File: src/rtl/pipe_stall_ctrl.sv
// Stall/flush sequencer: merges load-use, branch, mult/div and dmem-wait into per-stage enables/flushes.
// Enables/flushes are combinational from state+inputs; state, mdTimer, stallCycles, mdTimeout are registered.
module pipe_stall_ctrl #(
  parameter int MD_TIMEOUT = 64,
  parameter int CNT_W      = 16
) (
  input  logic             clk,
  input  logic             rst_n,
  input  logic             hazardFlag,
  input  logic             branchTaken,
  input  logic             mdStart,
  input  logic             mdDone,
  input  logic             memReq,
  input  logic             memReady,
  input  logic             statClr,
  output logic             pcWrite,
  output logic             ifidWrite,
  output logic             idexWrite,
  output logic             exmemWrite,
  output logic             memwbWrite,
  output logic             ifidFlush,
  output logic             idexFlush,
  output logic             exmemFlush,
  output logic             mdTimeout,
  output logic [CNT_W-1:0] stallCycles,
  output logic [1:0]       ctrlState
);

  localparam int TW = (MD_TIMEOUT > 2) ? $clog2(MD_TIMEOUT) : 1;
  localparam logic [TW-1:0] TMR_LAST = TW'(MD_TIMEOUT - 1);

  typedef enum logic [1:0] {
    RUN     = 2'd0,
    MEMWAIT = 2'd1,
    MDWAIT  = 2'd2
  } state_t;

  state_t           state_q, state_d;
  logic [TW-1:0]    md_timer_q, md_timer_d;
  logic             md_timeout_q, md_timeout_d;
  logic [CNT_W-1:0] stall_cnt_q;

  logic mem_stall;
  logic eval_rules;
  logic allow_md;

  assign mem_stall   = memReq & ~memReady;
  assign ctrlState   = state_q;
  assign mdTimeout   = md_timeout_q;
  assign stallCycles = stall_cnt_q;

  always_comb begin
    state_d      = state_q;
    md_timer_d   = md_timer_q;
    md_timeout_d = 1'b0;
    eval_rules   = 1'b0;
    allow_md     = 1'b0;
    pcWrite      = 1'b1;
    ifidWrite    = 1'b1;
    idexWrite    = 1'b1;
    exmemWrite   = 1'b1;
    memwbWrite   = 1'b1;
    ifidFlush    = 1'b0;
    idexFlush    = 1'b0;
    exmemFlush   = 1'b0;

    case (state_q)
      RUN: begin
        if (mem_stall) begin
          {pcWrite, ifidWrite, idexWrite, exmemWrite, memwbWrite} = '0;
          state_d = MEMWAIT;
        end else begin
          eval_rules = 1'b1;
          allow_md   = 1'b1;
        end
      end
      MEMWAIT: begin
        if (!memReady) begin
          {pcWrite, ifidWrite, idexWrite, exmemWrite, memwbWrite} = '0;
        end else begin
          state_d    = RUN;
          eval_rules = 1'b1;
          allow_md   = 1'b1;
        end
      end
      MDWAIT: begin
        if (mem_stall) begin
          {pcWrite, ifidWrite, idexWrite, exmemWrite, memwbWrite} = '0;
        end else if (mdDone || md_timer_q == TMR_LAST) begin
          // Release cycle: EX result is captured; a timeout is reported one cycle later
          state_d      = RUN;
          eval_rules   = 1'b1;
          md_timeout_d = ~mdDone;
        end else begin
          {pcWrite, ifidWrite, idexWrite} = '0;
          exmemFlush = 1'b1;
          md_timer_d = md_timer_q + 1'b1;
        end
      end
      default: state_d = RUN;
    endcase

    if (eval_rules) begin
      if (branchTaken) begin
        ifidFlush = 1'b1;
        idexFlush = 1'b1;
      end else if (allow_md && mdStart) begin
        {pcWrite, ifidWrite, idexWrite} = '0;
        exmemFlush = 1'b1;
        state_d    = MDWAIT;
        md_timer_d = '0;
      end else if (hazardFlag) begin
        pcWrite   = 1'b0;
        ifidWrite = 1'b0;
        idexFlush = 1'b1;
      end
    end

    // Hold every latch while reset is asserted, even mid-cycle
    if (!rst_n) begin
      {pcWrite, ifidWrite, idexWrite, exmemWrite, memwbWrite} = '0;
      {ifidFlush, idexFlush, exmemFlush} = '0;
    end
  end

  always_ff @(posedge clk or negedge rst_n) begin
    if (!rst_n) begin
      state_q      <= RUN;
      md_timer_q   <= '0;
      md_timeout_q <= 1'b0;
      stall_cnt_q  <= '0;
    end else begin
      state_q      <= state_d;
      md_timer_q   <= md_timer_d;
      md_timeout_q <= md_timeout_d;
      if (statClr) begin
        stall_cnt_q <= '0;
      end else if (!pcWrite && stall_cnt_q != '1) begin
        stall_cnt_q <= stall_cnt_q + 1'b1;
      end
    end
  end

endmodule

File: config.mk
export PLATFORM = sky130hd
export DESIGN_NAME = pipe_stall_ctrl
export DESIGN_NICKNAME = d
export VERILOG_FILES = /design/src/rtl/pipe_stall_ctrl.sv
export SDC_FILE = /design/constraint.sdc
export NUM_CORES = 1
export LEC_CHECK = 0
export ABC_AREA = 1
export BUFFER_PORTS_ARGS = -buffer_cell sky130_fd_sc_hd__buf_2
export CAP_MARGIN = 10
export CORE_MARGIN = 5
export CORE_UTILIZATION = 59
export DETAILED_ROUTE_END_ITERATION = 8
export PLACE_DENSITY = 0.86
export SETUP_SLACK_MARGIN = 0.1
export SYNTH_ARGS = -nofsm -noshare
export SYNTH_HDL_FRONTEND = slang
export SYNTH_SLANG_ARGS = --single-unit
File: constraint.sdc
create_clock -name clk -period 3 [get_ports clk]
set_clock_uncertainty 0.05 [all_clocks]
set_input_delay 0.6 -clock clk [delete_from_list [all_inputs] [get_ports clk]]
set_output_delay 0.6 -clock clk [all_outputs]
set_load 0.02 [all_outputs]
==> results.py <==
metrics = {
    "status": {
        "status": "completed",
    },
    "cells_and_area": {
        "utilization_pct": 69.5,
        "layout.nets": 273,
        "final_cell_area_um2": 1930,
        "mostFrequentLayoutCells": "nand2_1 (49), buf_2 (35), inv_1 (29), nor2_1 (28), dfrtp_1 (25)",
        "final_common_cell": "nand2_1",
        "n_fill_cell": 245,
        "n_antenna_cell": 0,
        "drive_above_1_share_pct": 24.5,
        "syn_to_final_growth_pct": 11.2,
    },
    "worst_setup_path": {
        "cp_common_cell": "nand2_1",
        "cp-end-kind": "output port",
        "worstPathMaxFanout": 18,
        "worst_r2r_path_depth": 9,
        "critPathKind": "flop to output port",
        "cpLargestDelayFamily": "simple AND/OR/NAND/NOR gates",
        "worstSetupStartpointType": "flop",
        "path_cells": "ha_1, nand3_2, o21bai_2, nand3_1, nand2_1, nand2_1, nand2_4, inv_1, buf_2",
        "cp.arrival_ns": 1.94,
        "cp_slowest_cell": "dfrtp_1",
        "critPathBufInv": 2,
        "r2r_slack_ns": 1.00,
        "slowest_delay_ns": 0.39,
        "rr_startpoint": "stallCycles[0]",
        "reg2reg_to": "stallCycles[1]",
        "required_ns": 2.35,
    },
    "sta": {
        "finalHoldViolations": 0,
        "min_period_over_period_pct": 86.4,
        "clock.fmax_mhz": 386,
        "worst_pin_slew_ns": 0.367,
        "setup_tns_ns": 0,
        "rsz0062_at_grt": "false",
        "relSlewSlack_pct": 75.4,
        "slew_viol_final": 0,
        "final.min_clock_period_ns": 2.59,
        "setup_viol": 0,
    },
    "detailed_routing": {
        "drtAntennaViolNets": 0,
        "vias": 1600,
        "post_drt_wl_per_cell_um": 12.7,
        "first_pass_iters": 4,
        "wl_um": 3710,
        "drc": 0,
        "first_iter_violations": 75,
        "avgViaCountPerCell": 5.48,
    },
    "floorplanning": {
        "die_area_um2": 4130,
        "initial_utilization_pct": 62.5,
        "core_area_um2": 2780,
        "fp.dieH_um": 64.3,
        "io-pin-count": 36,
        "placementRows": 19,
        "fp.dieW_um": 64.3,
    },
    "global_route": {
        "grt_pass1_wl_um": 6550,
        "grt_antenna_before_repair": 0,
        "busiest_layer": "met2",
        "met3_usage_pct": 3.15,
        "met2_usage_pct": 31.8,
        "grt_start_max_net_pins": 33,
        "grt_overflow": 0,
        "grt_usage_pct": 19.0,
        "grt_pass1_vias": 1535,
        "grt.met1_usage_pct": 25.2,
    },
    "clock_tree": {
        "tritoncts": "built",
        "cts.sinks": 25,
        "clock_latency_ns": 0.32,
        "postCtsSetupRepairBufs": 0,
        "cts.htree.levels": 1,
        "cts-buffers-inserted": 3,
        "cts.reportedPaths.clkPinSlew_ns": 0.13,
        "post_cts_resized": 0,
        "cts_root_buf": "clkbuf_4",
        "ctsLongestPathBuffers": 2,
        "cts_hold_buf": 0,
    },
    "placement": {
        "gp_congestion": 0.822,
        "dp_hpwl_um": 2780,
        "port_buffers": 35,
        "place_area_um2": 1910,
    },
    "pwr": {
        "power.density_nw_per_um2": 357,
        "leakagePower_nw": 1.08,
        "vdd_ir_drop_max_mv": 0.345,
    },
    "worst_hold_path": {
        "hp-class": "input pin to asynchronous set/reset pin",
    },
    "synth": {
        "ys_warn_count": 0,
        "synth_area_per_cell_um2": 7.62,
        "netlist_instances": 228,
        "synth.ff_latch_count": 25,
        "synth.distinct_cells": 28,
        "syn_nets": 239,
        "netlist_area_um2": 1740,
        "yosysSeqAreaShare_pct": 36.0,
    },
    "flow_run": {
        "drv_cap": 0,
    },
}
-- layer usage --
layer | up-vias | routed length (um)
li1 | 815 | -
met1 | 722 | 1720
met2 | 55 | 1700
met3 | 8 | 228
met4 | 0 | 63
met5 | - | 0
-- cell type report --
cell class / instances / area (um^2) / share of cell area (%)
Clock buffer: 4 / 26.3 / 1.36
Inverter: 30 / 113 / 5.83
Multi-Input combinational cell: 165 / 940 / 48.6
Sequential cell: 25 / 626 / 32.4
Tap cell: 31 / 38.8 / 2.01
Timing Repair Buffer: 37 / 190 / 9.84
-- per-stage QoR --
stage | setup slack [ns] | power [mW] | instances | hold WS (ns)
2_1_floorplan | 0.661 | 0.501 | 228 | 0.254
3_3_place_gp | 0.648 | 0.537 | 288 | 0.431
3_5_place_dp | 0.627 | 0.543 | 288 | 0.432
4_1_cts | 0.398 | 0.697 | 292 | 0.0915
5_1_grt | 0.235 | 0.730 | 292 | 0.0993
6_report | 0.409 | 0.690 | 292 | 0.0854
-- sequential cells by signal, indices dropped and copies added (netlist names) --
signal and flops:
md_timer_q 6, stallCycles 16, ctrlState 2, mdTimeout 1
-- worst max path at each step --
stage                   from         to  cells past startpoint
4_1_cts        md_timer_q[0]    pcWrite                      9
5_1_grt        md_timer_q[1]    pcWrite                      9
6_report       md_timer_q[0]    pcWrite                      9
3_5_place_dp           rst_n    pcWrite                      6
3_3_place_gp           rst_n  ifidWrite                      6
2_1_floorplan       memReady    pcWrite                      8
-- cell families after synthesis --
group                    Yosys count  share of synthesized area [%]
XOR/XNOR                          11                           5.54
AND/OR/NAND/NOR                  138                           41.8
flip-flops                        25                           36.0
buffers and inverters             38                           9.93
adder cells (fa/ha/maj)            2                           1.44
AO/OA/AOI/OAI                     14                           5.26
-- power by group --
part	switching, mW	internal (mW)	total [mW]	leakage [nW]
Combinational	0.113	0.0494	0.163	0.721
Clock	0.101	0.0522	0.154	0.0150
Sequential	0.0187	0.355	0.374	0.343
Total	0.234	0.457	0.690	1.08
-- synth_stat cells (all sizes together) --
master,n,area share (%)
xor2,9,4.5
a21oi,6,2.4
nand4,21,7.6
o21ai,7,2.2
and3,1,0.36
nand3,25,11
inv,30,6.5
nand2,53,13
ha,2,1.4
nor3,6,2.4
nor2,31,7.4
buf,8,3.5
xnor2,2,1.0
dfrtp,25,36
nand3b,1,0.43
o21bai,1,0.65
Power figures use the tool's default switching activity.
